## config.mk

```make
export PLATFORM = sky130hd
export DESIGN_NAME = pc_branch_ctrl
export DESIGN_NICKNAME = d
export VERILOG_FILES = /design/src/rtl/pc_branch_ctrl.sv
export SDC_FILE = /design/constraint.sdc
export NUM_CORES = 1
export LEC_CHECK = 0
export ABC_AREA = 1
export CAP_MARGIN = 20
export CORE_AREA = 2 2 65 67
export CTS_CLUSTER_SIZE = 10
export DETAILED_ROUTE_END_ITERATION = 6
export DIE_AREA = 0 0 67 69
export PLACE_DENSITY = 0.88
export SYNTH_ARGS = -nofsm -noshare
export SYNTH_HDL_FRONTEND = slang
export SYNTH_SLANG_ARGS = --single-unit
```

## constraint.sdc

```tcl
create_clock -name Clk -period 2.4 [get_ports Clk]
set_input_delay 0.24 -clock Clk [delete_from_list [all_inputs] [get_ports Clk]]
set_output_delay 0.24 -clock Clk [all_outputs]
set_load 0.01 [all_outputs]
```

## src/rtl/pc_branch_ctrl.sv

```systemverilog
// Program-counter sequencer: hold / step / PC-relative branch through an external
// branch-target LUT, bracketed by an IDLE -> RUN -> DONE execution state machine.
module pc_branch_ctrl #(
    parameter int D     = 12,
    parameter int CNT_W = 8
) (
    input  logic             Clk,
    input  logic             Reset,
    input  logic             start,
    input  logic             halt,
    input  logic             stall,
    input  logic             branch_en,
    input  logic             taken,
    input  logic [2:0]       lut_idx,
    input  logic [D-1:0]     target,
    output logic [2:0]       how_high,
    output logic [D-1:0]     prog_ctr,
    output logic             running,
    output logic             done,
    output logic [CNT_W-1:0] branch_count
);

    typedef enum logic [1:0] {
        IDLE = 2'd0,
        RUN  = 2'd1,
        DONE = 2'd2
    } state_t;

    localparam logic [D-1:0]     PC_ONE  = {{(D-1){1'b0}}, 1'b1};
    localparam logic [CNT_W-1:0] CNT_ONE = {{(CNT_W-1){1'b0}}, 1'b1};

    state_t           state_q, state_d;
    logic [D-1:0]     pc_q, pc_d;
    logic [CNT_W-1:0] cnt_q, cnt_d;
    logic             running_q, running_d;
    logic             done_q, done_d;
    logic             branch_taken;

    // LUT lookup is purely combinational; target returns in the same cycle.
    assign how_high     = lut_idx;
    assign branch_taken = branch_en && taken;

    always_ff @(posedge Clk or posedge Reset) begin
        if (Reset) begin
            state_q   <= IDLE;
            pc_q      <= '0;
            cnt_q     <= '0;
            running_q <= 1'b0;
            done_q    <= 1'b0;
        end else begin
            state_q   <= state_d;
            pc_q      <= pc_d;
            cnt_q     <= cnt_d;
            running_q <= running_d;
            done_q    <= done_d;
        end
    end

    always_comb begin
        state_d   = state_q;
        pc_d      = pc_q;
        cnt_d     = cnt_q;
        running_d = running_q;
        done_d    = done_q;

        case (state_q)
            IDLE: begin
                pc_d = '0;
                if (start) begin
                    state_d   = RUN;
                    cnt_d     = '0;
                    running_d = 1'b1;
                    done_d    = 1'b0;
                end
            end

            RUN: begin
                if (halt) begin
                    state_d   = DONE;
                    running_d = 1'b0;
                    done_d    = 1'b1;
                end else if (stall) begin
                    pc_d = pc_q;
                end else if (branch_taken) begin
                    // Unsigned D-bit add is the two's-complement signed add modulo 2^D.
                    pc_d = pc_q + target;
                    if (cnt_q != '1) begin
                        cnt_d = cnt_q + CNT_ONE;
                    end
                end else begin
                    pc_d = pc_q + PC_ONE;
                end
            end

            DONE: begin
                if (start) begin
                    state_d   = RUN;
                    pc_d      = '0;
                    cnt_d     = '0;
                    running_d = 1'b1;
                    done_d    = 1'b0;
                end
            end

            default: begin
                state_d   = IDLE;
                pc_d      = '0;
                cnt_d     = '0;
                running_d = 1'b0;
                done_d    = 1'b0;
            end
        endcase
    end

    assign prog_ctr     = pc_q;
    assign branch_count = cnt_q;
    assign running      = running_q;
    assign done         = done_q;

endmodule

```

Word level (Yosys, flattened, before mapping) --
Index checks and enable logic that the tools add are counted. Widths: inputs -> output; s select.
Storage, ports and cells: bits of input ports 22, flip-flop bits (word level) 24, word-level logic and storage cells 44, output and inout port bits 25, latch bits 0, bits in read-only memories 0, memories kept 0, RAM bits 0
Cells by class: mux-type cells 20, bitwise logic cells 0, $add $sub $neg 3, div/mod/pow operators 0, reductions and logical operators 6, shift-type cells 0, magnitude comparators 0, equality and inequality tests 10, multipliers 0
Operators with widths (number):
- $mux 12 | 4
- $mux 8 | 5
- $pmux 12 s2 | 1
- $pmux 8 s2 | 1
- $add 12x1->12 const B | 1
- $add 12x12->12 | 1
- $ne 2x2->1 const B | 6
- $add 8x1->8 const B | 1
- $ne 8x8->1 const B | 1
- $reduce_and 5->1 | 1
- $mux 1 | 4
- $mux 2 | 2
- $pmux 1 s2 | 2
- $pmux 2 s2 | 1
- $reduce_and 3->1 | 1
- $eq 2x1->1 const B | 1
- $eq 2x2->1 const B | 1
- $logic_not 2->1 | 1
- $ne 2x1->1 const B | 1
- $reduce_and 2->1 | 1
- $reduce_or 2->1 | 1
- $logic_and 1x1->1 | 1

Depth between registers and ports, before layout --
Gate-level depths: netlist (run 1).
word-level depth 6, mapped depth 13, gate-level depth less buffers 13

Least setup slack after synthesis (run 1) --
No wires, ideal clock.
path type in2reg, from in branch_en, to reg pc_q[4] (netlist: prog_ctr[4]), data arrival time 1807 ps, cell stages on the path 11, setup slack 476 ps, library setup time 117 ps, path through nand2_1 -> or2_2 -> ha_1 -> fa_1 -> inv_1 -> nor2_1 -> nor2_1 -> inv_1 -> or2_2 -> nand3_1 -> nand2_1
Between the ends: word-level cells in the longest chain between the ends 5
RTL lines:
- start: declaration | RTL line 12 | input logic branch_en,
- $logic_and 1x1->1 | RTL line 41 | assign branch_taken = branch_en && taken;
- $mux 12 | RTL line 84 | end else if (branch_taken) begin
- $mux 12 | RTL line 82 | end else if (stall) begin
- $mux 12 | RTL line 78 | if (halt) begin
- $pmux 12 s2 | RTL line 66 | case (state_q)
- end signal: assignment | RTL line 52 | pc_q <= pc_d;
- end: declaration | RTL line 33 | logic [D-1:0] pc_q, pc_d;
No other way between the ends. The select of a mux whose other input is x is not followed. A chain may end at the register's enable or synchronous reset.

Final worst setup path (run 1) --
Ends and elaborated chain as after synthesis.

==> flow_metrics.tcl, run 1 <==
set metrics [dict create \
    status "complete, no violations" \
    area_delta_synth_final_pct 25.1 \
    max_stage_delay_ns 0.50 \
    cts_sinks 23 \
    core_area_um2 3910 \
    clkTransAtPathRegs_ns 0.09 \
    power_mw 1.50 \
    cts_tree "done" \
    r2r_start "prog_ctr[0]" \
    swShare_pct 42.5 \
    report.final.slew_viol_count 0 \
    dpl.hpwl_um 3250 \
    synth_top_cell_by_area "dfrtp_1" \
    worst-path-max-fanout 3 \
    synthesis.nets 319 \
    core.rowCount 23 \
    final_net_count 361 \
    cp_data_arrival_time_ns 2.40 \
    die_area_um2 4620 \
    tightest_slew_ns 0.448 \
    post-route-min-period_ns 2.23 \
    initial_core_util_pct 48.8 \
    cts_resized 0 \
    worstSetupPathType "primary input to register" \
    cp.required_ns 2.57 \
    cp_slowest_cell "clkdlybuf4s50_1" \
    setup_viol 0 \
    rsz0062_at_grt "false" \
    seq_power_share_pct 35.0 \
    powerDensity_nw_per_um2 627 \
    pwr-share-clk_pct 17.0 \
    peakVddDrop_uv 485 \
    fmax_mhz 448 \
    post_drt_wl_per_cell_um 11.3 \
    crit_path_end_kind "register" \
    place_inst 371 \
    power_leakage_nw 1.23 \
    grt_pass1_wl_um 7340 \
    path_cells "clkdlybuf4s50_1 -> nand2_1 -> or2_2 -> ha_1 -> fa_1 -> inv_1 -> nor2_1 -> nor2_1 -> inv_1 -> or2_2 -> nand3_1 -> nand2_1" \
    drive_gt1_share_pct 10.2 \
    stdcell_count 375 \
    cts_setup_buffers 0 \
    grt_pass1_vias 1717 \
    routed_via_density 4.96 \
    fin_worst_skew_ns 0.00294 \
    first_pass_iters 4 \
    ff2ff_setup_slack_ns 0.57 \
    routabilityCongestion 0.933 \
    antenna_found_initial 0 \
    ant_nets 0 \
    die_h_um 69 \
    grt_max_degree 24 \
    cts_hold_buf 0 \
    wl_um 4230 \
    hold_class "primary input to asynchronous set/reset pin" \
    synth_area_um2 1910 \
    vias 1859 \
    yosysSeqAreaShare_pct 30.2 \
    cap_violations 0 \
    drtIter0Drc 113 \
    avgSynthCellArea_um2 6.72 \
    synth_top_flop_cell "dfrtp_1" \
    h-tree-depth 1 \
    reg2reg_depth 9 \
    yosys_warnings 0 \
    die_w_um 67 \
    ys_seq_elements 23 \
    cts_buffer_depth 2 \
    rr_endpoint "prog_ctr[4]" \
    cts_buffers 3 \
    netlist.area_leader.share_pct 30.2 \
    syn_inst 284 \
    clkLatencyLatePin_ns 0.27 \
    fin_crit_sh_pct 92.9 \
    ios 47 \
    num_antenna_cells 0 \
    power_frac_comb_pct 48.1 \
    yosys-top-cells-area "dfrtp_1 (30%), nand2_1 (17%), inv_1 (9.0%)" \
    synth_edf_count 0 \
    switchingPower_mw 0.636 \
    port_buffers 40 \
    drc_errors 0 \
    slew_headroom_pct 70.1 \
    cts_root_buffer "clkbuf_8" \
    grt_use_total_pct 20.1 \
    p_int_mw 0.860 \
    synthArstFlopShare_pct 100 \
    start_kind "primary input" \
    grt-ovfl-total 0 \
    hold_viol_final 0 \
    synth_cell_type_count 33 \
]
## power by group through the flow
stage / logic [mW] / clock network, mW / registers, mW
final: 0.719 / 0.254 / 0.523
after detailed placement: 0.722 / 0 / 0.532
after global placement: 0.713 / 0 / 0.528
after global routing: 0.807 / 0.281 / 0.537
after CTS: 0.729 / 0.261 / 0.524
after floorplan: 0.492 / 0 / 0.549
## layout make-up
| cell class | count | area, um2 |
|---|---|---|
| fill | 386 | 1530 |
| multi-input combinational | 205 | 1090 |
| sequential | 23 | 576 |
| timing repair buffer | 44 | 430 |
| inverter | 49 | 186 |
| tap | 50 | 62.6 |
| clock buffer | 3 | 41.3 |
| clock inverter | 1 | 5.00 |
## worst max-delay path, delay by kind of cell
| kind | cells | cell delay, ns |
|---|---|---|
| and+or+nand+nor | 7 | 0.89 |
| adders and majority gates | 2 | 0.62 |
| buffers and inverters | 3 | 0.65 |
## metrics by stage
| stage | hold slack, ns | cell area, um2 | worst slack [ns] | utilization, % | TNS, ns |
|---|---|---|---|---|---|
| floorplan | 0.242 | 1910 | 0.476 | - | 0 |
| finish | 0.303 | 2390 | 0.170 | 61.0 | 0 |
| global placement | 0.475 | 2340 | -0.0451 | 59.8 | -0.0451 |
| global route | 0.349 | 2390 | 0.0236 | 61.0 | 0 |
| detailed placement | 0.480 | 2340 | -0.0980 | 59.8 | -0.117 |
| CTS | 0.318 | 2390 | 0.185 | 61.0 | 0 |
## worst max-delay path by stage
| stage | startpoint | end | cells after the start |
|---|---|---|---|
| 2_1_floorplan | branch_en | prog_ctr[4] | 11 |
| 3_5_place_dp | branch_en | prog_ctr[4] | 12 |
| 4_1_cts | branch_en | prog_ctr[4] | 12 |
| 5_1_grt | taken | prog_ctr[4] | 12 |
| 3_3_place_gp | branch_en | prog_ctr[4] | 12 |
| 6_report | branch_en | prog_ctr[4] | 12 |
## Yosys cell counts (all sizes together) (2+ instances only)
cell / count
nand2: 93
inv: 48
nor2: 38
dfrtp: 23
nand3: 19
o21ai: 13
ha: 12
a21oi: 10
buf: 6
nand4: 5
a22o: 3
or2: 3
nor3: 2
xnor2: 2
## cells by family (layout without fill, tap and decap cells)
logic type               after synthesis  in the layout  share of synthesized area (%)
flip-flops                            23             23                           30.2
buffers and inverters                 56             97                           12.9
AO/OA/AOI/OAI                         29             29                           9.57
adder cells (fa/ha/maj)               13             13                           8.92
XOR/XNOR                               2              2                          0.918
AND/OR/NAND/NOR                      161            161                           37.5
## flip-flops by register name, indices dropped and copies added (netlist names)
name and flops:
prog_ctr 12, branch_count 8, state_q 2, running 1
## cells in the final DEF, fill, tap and decap left out, types with 2 or more instances in the layout
cell | Yosys | final
buf_4 | 3 | 4
nor2_1 | 34 | 34
nand3_2 | 2 | 2
nand4_1 | 5 | 5
ha_1 | 12 | 12
nor2_2 | 2 | 2
nand3_1 | 17 | 17
dfrtp_1 | 23 | 23
a21oi_1 | 10 | 10
o21ai_0 | 5 | 5
o21ai_2 | 4 | 4
clkdlybuf4s50_1 | 0 | 40
xnor2_1 | 2 | 2
o21ai_1 | 4 | 4
nor2_4 | 2 | 2
inv_1 | 46 | 46
clkbuf_8 | 0 | 3
or2_2 | 2 | 2
nand2_1 | 84 | 84
a22o_1 | 3 | 3
nand2_2 | 8 | 8
## routing by layer
metal	up-vias	wire (um)	GRT usage (%)
li1	965	-	-
met4	0	50	6.35
met5	-	0	0
met2	47	2080	34.2
met3	5	217	3.59
met1	842	1890	25.1
No activity file was read; power rests on OpenSTA's default activity.
==> run 2: changes to the inputs <==
--- a/config.mk
+++ b/config.mk
@@ -8,6 +8,7 @@
 export ABC_AREA = 1
 export CAP_MARGIN = 20
 export CORE_AREA = 2 2 65 67
+export CTS_CLUSTER_DIAMETER = 120
 export CTS_CLUSTER_SIZE = 10
 export DETAILED_ROUTE_END_ITERATION = 6
 export DIE_AREA = 0 0 67 69
==> results of run 2 <==
The final DEF is identical to that of run 1; final timing and power are the same.
==> run 3: changes to the inputs <==
--- a/config.mk
+++ b/config.mk
@@ -7,12 +7,13 @@
 export LEC_CHECK = 0
 export ABC_AREA = 1
 export CAP_MARGIN = 20
-export CORE_AREA = 2 2 65 67
+export CORE_AREA = 2 2 75 59
 export CTS_CLUSTER_DIAMETER = 120
 export CTS_CLUSTER_SIZE = 10
 export DETAILED_ROUTE_END_ITERATION = 6
-export DIE_AREA = 0 0 67 69
+export DIE_AREA = 0 0 77 61
 export PLACE_DENSITY = 0.88
+export SKIP_CTS_REPAIR_TIMING = 1
 export SYNTH_ARGS = -nofsm -noshare
 export SYNTH_HDL_FRONTEND = slang
 export SYNTH_SLANG_ARGS = --single-unit
==> run 3 against run 2 <==
Against the previous run:
- fmax rose by 0.11%
- final cell count increased by 1.3%
- clock-buffer cell count stayed put
- clock skew rose by 0.0062 ns
- final area rose by 0.37%
- global-route usage is 0.30 points higher
- combinational power is 1% higher
- register-to-register slack worse by 0.02 ns
==> flow_metrics.tcl, run 3 (synthesized netlist as in run 1, its figures left out) <==
set metrics [dict create \
    cp_data_arrival_time_ns 2.40 \
    clkLatencyLatePin_ns 0.28 \
    rsz0062_at_grt "false" \
    core.rowCount 20 \
    drtIter0Drc 136 \
    antenna_found_initial 0 \
    grt-ovfl-total 0 \
    start_kind "primary input" \
    final_net_count 361 \
    routabilityCongestion 0.873 \
    fmax_mhz 449 \
    initial_core_util_pct 48.3 \
    port_buffers 40 \
    cts_tree "done" \
    hold_class "primary input to asynchronous set/reset pin" \
    cts_buffer_depth 2 \
    clkTransAtPathRegs_ns 0.09 \
    powerDensity_nw_per_um2 631 \
    p_int_mw 0.862 \
    slew_headroom_pct 68.0 \
    pwr-share-clk_pct 17.2 \
    cts_sinks 23 \
    routed_via_density 4.92 \
    worstSetupEndpoint "prog_ctr[4]" \
    worst-path-max-fanout 3 \
    status "complete, no violations" \
    seq_area_um2 576 \
    first_pass_iters 4 \
    rr_endpoint "prog_ctr[4]" \
    area_delta_synth_final_pct 25.6 \
    path_depth 12 \
    max_stage_delay_ns 0.49 \
    switchingPower_mw 0.651 \
    fin_worst_skew_ns 0.00910 \
    r2r_start "prog_ctr[0]" \
    report.final.slew_viol_count 0 \
    cp_slowest_cell "clkdlybuf4s50_1" \
    post-route-min-period_ns 2.23 \
    crit_path_end_kind "register" \
    die_w_um 77 \
    final_common_cell "nand2_1" \
    fill_cells 347 \
    grt_max_degree 24 \
    ios 47 \
    die_area_um2 4700 \
    timing.hold.ws_ns 0.312 \
    grt_pass1_wl_um 7640 \
    post_drt_wl_per_cell_um 11.8 \
    startpoint "branch_en" \
    path_cells "clkdlybuf4s50_1 -> nand2_1 -> or2_2 -> ha_1 -> fa_1 -> inv_1 -> nor2_1 -> nor2_1 -> inv_1 -> or2_2 -> nand3_1 -> nand2_1" \
    power_mw 1.51 \
    cap_violations 0 \
    final_cell_mix "nand2_1 (84), inv_1 (46), clkdlybuf4s50_1 (40), nor2_1 (34), dfrtp_1 (23)" \
    multi_input_area_um2 1090 \
    vias 1871 \
    seq_power_share_pct 34.8 \
    grt_pass1_vias 1727 \
    cts_root_buffer "clkbuf_8" \
    die_h_um 61 \
    power_frac_comb_pct 48.0 \
    worstSetupPathType "primary input to register" \
    hold_viol_final 0 \
    fin_crit_sh_pct 92.8 \
    setup_viol 0 \
    power_leakage_nw 1.22 \
    cp.required_ns 2.57 \
    drc_errors 0 \
    grt_use_total_pct 20.4 \
    reg2reg_depth 9 \
    ff2ff_setup_slack_ns 0.55 \
    dpl.hpwl_um 3390 \
    swShare_pct 43.0 \
    finalWorstSetupSlack_ns 0.172 \
    drive_gt1_share_pct 10.2 \
    cpLargestDelayFamily "simple AND/OR/NAND/NOR gates" \
    wl_um 4480 \
    core_area_um2 3950 \
    tightest_slew_ns 0.480 \
    ant_nets 0 \
    final_util_pct 60.6 \
    largest_reg_flops 12 \
    post-place-ws_ns -0.0898 \
    peakVddDrop_uv 561 \
    path_buf_inv 3 \
    h-tree-depth 1 \
    cts_buffers 3 \
    num_antenna_cells 0 \
]
## run 3: cell types whose count changed in the layout (fill, tap and decap cells not counted)
cell	delta
clkinv_2	-1
clkinvlp_4	+1
## run 3: final cells by class
| type | instances | area share, % |
|---|---|---|
| timing repair buffer | 44 | 18.0 |
| clock buffer | 3 | 1.72 |
| clock inverter | 1 | 0.313 |
| inverter | 49 | 7.78 |
| tap | 55 | 2.87 |
| sequential | 23 | 24.0 |
| multi-input combinational | 205 | 45.3 |
## run 3: worst min-delay path by stage
stage               slack [ns]              end  cells after the start        from
floorplan                 0.24  branch_count[0]                      1       Reset
global placement          0.48      how_high[2]                      0  lut_idx[2]
detailed placement        0.48      how_high[2]                      0  lut_idx[2]
CTS                       0.31      prog_ctr[9]                      3       Reset
global route              0.35      prog_ctr[2]                      3       Reset
finish                    0.31  branch_count[6]                      3       Reset
## run 3: per-stage QoR
stage,setup TNS [ns],cell area (um2),instances
6_report,0,2400,380
3_5_place_dp,-0.0933,2350,376
2_1_floorplan,0,1910,284
3_3_place_gp,-0.0638,2350,376
5_1_grt,0,2400,380
4_1_cts,0,2400,380
## run 3: worst min-delay path: stages
cell             delay (ns)
clkdlybuf4s50_1        0.40
inv_1                  0.05
buf_4                  0.30
## run 3: routing by layer
| metal | global-route usage, % | vias to the layer above | share of wire [%] |
|---|---|---|---|
| li1 | - | 962 | - |
| met1 | 26.4 | 844 | 46 |
| met2 | 34.8 | 59 | 47 |
| met3 | 4.32 | 6 | 6.5 |
| met4 | 6.89 | 0 | 1.2 |
| met5 | 0 | - | 0 |
## run 3: power groups by stage
stage	logic [mW]	registers (mW)	clock network, mW
after global routing	0.802	0.536	0.281
final	0.726	0.527	0.260
after global placement	0.708	0.530	0
after CTS	0.728	0.527	0.268
after floorplan	0.492	0.549	0
after detailed placement	0.722	0.534	0
==> patch 1 (settings of run 2) <==
Take the reset off `pc_q` and load it in a clocked block of its own.
--- a/src/rtl/pc_branch_ctrl.sv
+++ b/src/rtl/pc_branch_ctrl.sv
@@ -45,3 +45,2 @@
             state_q   <= IDLE;
-            pc_q      <= '0;
             cnt_q     <= '0;
@@ -51,3 +50,2 @@
             state_q   <= state_d;
-            pc_q      <= pc_d;
             cnt_q     <= cnt_d;
@@ -56,2 +54,6 @@
         end
+    end
+
+    always_ff @(posedge Clk) begin
+        pc_q <= pc_d;
     end
Formal check against the unedited RTL: differs if Reset is asserted again (counterexample within 4 cycles, from zero or initial values and one cycle with Reset high); with Reset held inactive, the same outputs for 10 cycles.
==> patch 1 against run 2 <==
  * Via count is 6.2% lower
  * Synthesized cell count down 5.3%
  * Cell area shrank 3.4%
  * Sequential power rose by 24%
  * Wire length is 5.0% lower
  * Total power rose by 19%
  * Core utilization down 2.1 points
  * Area after synthesis shrank 5.2%
  * First-iteration DRC count decreased by 11%
  * Register-to-register slack worse by 0.05 ns
  * Clock skew hardly changed
  * Sequential cell count did not move
  * Worst setup slack got worse by 0.033 ns
  * Sequential share of layout area rose by 3.5 points
  * Largest cell class unchanged
==> patch 1: results (changes against run 2) <==
{| class="wikitable"
! Metric !! Value
|-
| Maximum number of pins on one net before global-route repair || 23 (-4.2%)
|-
| Number of flip-flops under the largest register name || 12 (unchanged)
|-
| Via count of the first global-routing pass || 1611 (-6.2%)
|-
| Outcome || finished, final reports clean
|-
| Worst VDD drop || 0.398 mV (-18%)
|-
| Fraction of synthesized cell area in xor and xnor cells || 0.484% (-0.43 points)
|-
| GP Congestion || 0.883 (-5.4%)
|-
| Final-stage net count || 348 (-3.6%)
|-
| Cells after Synth || 269 (-5.3%)
|-
| Commonest cells in the synthesized netlist || nand2_1, inv_1, nor2_1, nand3_1
|-
| Port-buffer cells || 40 (unchanged)
|-
| Slew Limit Headroom || 65.9% (-4.2 points)
|-
| Most area-consuming cells after synthesis || edfxtp_1, nand2_1, dfrtp_1, inv_1, nor2_1
|-
| Fraction of the mapped netlist area in compound gates || 6.71% (-2.9 points)
|-
| Number of placed instances with taps included || 358 (-3.5%)
|-
| Routed length per instance || 11.1 um (-1.6%)
|-
| Fraction of layout instances using a drive strength above 1 || 4.81% (-5.3 points)
|-
| Critical path data arrival time || 2.29 ns (-0.11 ns)
|-
| Routed wire length || 4.02 mm (-5.0%)
|-
| Number of unique standard cell types used by synthesis || 23 (-30%)
|-
| Detailed router's first-iteration violation count || 101 (-11%)
|-
| Estimated wirelength of the detail-placed design || 3.16 mm (-2.7%)
|-
| Post-Synth Adder-Cell Area || 9.41% (+0.49 points)
|-
| Worst setup skew after layout || 0.00276 ns (-0.000183 ns)
|-
| All-layer global routing usage || 18.6% (-1.5 points)
|-
| Number of synthesized flops with an enable pin || 12 (+12)
|-
| Global-route wire length before repair || 6.87 mm (-6.5%)
|-
| Top_reg_cell synth || edfxtp_1
|}
## patch 1: layer usage
layer,wire length (um),track usage (%),vias up
met5,0,0,-
met4,42,4.31,0
met3,215,2.94,7
met2,2000,32.0,45
met1,1760,23.9,762
li1,-,-,930
## patch 1: worst reg2reg max path: stages, from the launching register on
cell      delay (ns)
edfxtp_1        0.40
ha_1            0.25
fa_1            0.42
nand2_1         0.11
nand3_1         0.09
nand2_1         0.09
o21ai_0         0.12
nor2_1          0.12
nor2_1          0.05
## patch 1: final timing paths
path | startpoint | slack [ns] | to | cells past startpoint
setup / recovery | branch_en | 0.14 | prog_ctr[6] | 11
hold / removal | Reset | 0.26 | branch_count[1] | 2
setup reg to reg | prog_ctr[0] | 0.52 | prog_ctr[6] | 8
hold reg to reg | running | 0.50 | running | 2
max in group asynchronous | Reset | 1.84 | state_q[1] | 2
min in group Clk | lut_idx[0] | 0.48 | how_high[0] | 0
## patch 1: report_power, final
group	switching, W	internal [W]	total [W]
registers	0.0000891	0.000558	0.000647
clock network	0.000127	0.000119	0.000246
logic	0.000478	0.000413	0.000891
## patch 1: per-stage QoR
stage	area (um^2)	TNS, ns	util [%]	worst slack, ns	power, W
2_1_floorplan	1810	0	-	0.498	0.00117
6_report	2310	0	58.9	0.136	0.00178
5_1_grt	2310	0	58.9	0.0540	0.00194
4_1_cts	2310	0	58.9	0.159	0.00180
3_5_place_dp	2260	-0.423	57.8	-0.119	0.00155
3_3_place_gp	2260	-0.0685	57.8	-0.0472	0.00151
## patch 1: cell type report
type	instances	area (um^2)
fill	375	1610
sequential	23	636
inverter	45	169
timing repair buffer	46	445
clock buffer	4	45.0
tap	50	62.6
multi-input combinational	194	948
==> patch 2 (config.mk and constraints of run 2) <==
Without the edit above. `CNT_W`: 8 -> 6.
--- a/src/rtl/pc_branch_ctrl.sv
+++ b/src/rtl/pc_branch_ctrl.sv
@@ -4,3 +4,3 @@
     parameter int D     = 12,
-    parameter int CNT_W = 8
+    parameter int CNT_W = 6
 ) (
Ports: changed (resized branch_count); port bits go from 47 to 45. The function was not compared with the original's and may differ.
==> patch 2 against run 2 <==
  * Cell area shrank 9.1%
  * Count of clock-buffer cells in the layout increased by 1
  * Worst setup slack better by 0.092 ns
  * Total power rose by 31%
  * Via count is 11% lower
  * Wire length shrank 9.3%
  * Clock power fell by 6%
  * Critical path depth stayed put
  * Hold slack better by 0.14 ns
  * Sequential cell count decreased by 2
  * Area after synthesis decreased by 11%
  * Cell count down 8.5%
  * Critical endpoint is now prog_ctr[6]
  * Sequential power increased by 17%
==> patch 2: results (changes against run 2) <==
{| class="wikitable"
! Metric !! Value
|-
| Via count of the first global-routing pass || 1621 (-5.6%)
|-
| Detailed router's first-iteration violation count || 58 (-49%)
|-
| Post-synthesis average cell area || 6.71 um^2 (-0.19%)
|-
| Multi-Input Combinational || 184 (-10%)
|-
| Inverter count || 43 (-12%)
|-
| Estimated wirelength of the detail-placed design || 2.93 mm (-9.7%)
|-
| Via total after detailed routing || 1659 (-11%)
|-
| Multi-input combinational area share || 44.7% (-0.80 points)
|-
| Global-route wire length before repair || 6.64 mm (-9.6%)
|-
| Worst setup slack after placement || 0.0201 ns (+0.118 ns)
|-
| Buffers excl. clock || 41 (-6.8%)
|-
| TritonCTS buffer count || 3 (unchanged)
|-
| Data-path buffer share of cell area in the final layout || 18.6% (+0.54 points)
|-
| Commonest cells in the synthesized netlist || nand2_1, inv_1, nor2_1, dfrtp_1, nand3_1
|-
| Worst-Margin Slew || 0.833 ns (+0.385 ns)
|-
| Fill cell instance count of the final layout || 418 (+8.3%)
|-
| First-pass iteration count of the detailed router || 5 (+1)
|-
| Synth Net Count || 288 (-9.7%)
|-
| Critical Path Start || taken
|-
| Number of unique standard cell types used by synthesis || 27 (-18%)
|-
| Proportion of netlist area held by the largest area contributor || 31.0% (+0.81 points)
|-
| Area growth from synthesis to layout || 27.9%
|-
| Fraction of layout instances using a drive strength above 1 || 8.53% (-1.6 points)
|-
| Cell Area, Placed || 0.00212 mm^2 (-9.2%)
|-
| Number of hold violations in the final report || 0 (unchanged)
|-
| Critical path data arrival time || 2.35 ns (-0.05 ns)
|-
| All-layer global routing usage || 17.7% (-2.3 points)
|-
| Async set-or-reset flop fraction in the synthesized netlist || 100% (unchanged)
|-
| Clk_buf instances || 4 (+1)
|-
| Area of all sequential standard cells || 526 um^2 (-8.7%)
|-
| Routed wire length || 3.84 mm (-9.3%)
|-
| Clk sinks || 21 (-8.7%)
|-
| Outcome || finished, final reports clean
|-
| Most area-consuming cells after synthesis || dfrtp_1, nand2_1, ha_1, inv_1, nand3_1
|-
| Port-buffer cells || 38 (-5.0%)
|-
| Number of placed instances with taps included || 339 (-8.6%)
|-
| Maximum number of pins on one net before global-route repair || 22 (-8.3%)
|-
| Number of synthesized flops with an enable pin || 0 (unchanged)
|-
| GP Congestion || 0.946 (+1.3%)
|-
| Post-synthesis cell area || 0.00170 mm^2 (-11%)
|-
| Worst VDD drop || 0.708 mV (+46%)
|-
| Top_reg_cell synth || dfrtp_1
|-
| Portion of the post-synthesis area used by sequential elements || 31.0% (+0.81 points)
|-
| Worst setup skew after layout || 0.00246 ns (-0.000482 ns)
|-
| Number of cells in the finished layout apart from fillers || 343 (-8.5%)
|-
| Final-stage net count || 329 (-8.9%)
|-
| Leak || 1.16 nW (-5.4%)
|-
| Clock-cell share || 2.08% (+0.14 points)
|}
patch 2: cell count changes after synthesis, sizes merged, moves of 3 or more:
cell	delta
a21oi	-3
inv	-5
nand2	-7
nor2	-8
patch 2: final timing paths:
path	depth (start not counted)	slack (ns)	to
worst max-delay path	12	0.26	prog_ctr[6]
min in group Clk	0	0.48	how_high[0]
worst max register to register	9	0.65	prog_ctr[6]
worst min-delay path	2	0.44	running
worst min register to register	2	0.51	running
max in group asynchronous	2	1.44	branch_count[4]
patch 2: report_power, final:
group          total (W)  internal [W]  switching [W]
clock network   0.000239      0.000119       0.000121
logic            0.00111      0.000494       0.000619
registers       0.000611      0.000477       0.000134
patch 2: cells by family after synthesis:
| group | after synthesis | share of synthesized area (%) |
|---|---|---|
| DFF | 21 | 31.0 |
| and+or+nand+nor | 142 | 35.6 |
| xor gates and xnor gates | 5 | 2.58 |
| buffers and inverters | 48 | 11.9 |
| adders and majority gates | 13 | 10.0 |
| AOI/OAI and AO/OA | 24 | 8.92 |
patch 2: worst max-delay path: stages:
cell and delay [ns]:
clkdlybuf4s50_1 0.50, nand2_1 0.07, or2_2 0.27, ha_1 0.20
fa_1 0.40, nand3_1 0.09, nand3_1 0.14, nand2_1 0.09
nand2_1 0.07, a21oi_1 0.13, o21ai_1 0.08, nand2_1 0.06
patch 2: metal layers:
| metal | GRT usage (%) | routed length [um] |
|---|---|---|
| met5 | 0 | 0 |
| met4 | 5.67 | 36 |
| met1 | 23.8 | 1780 |
| met3 | 2.28 | 185 |
| met2 | 29.2 | 1840 |
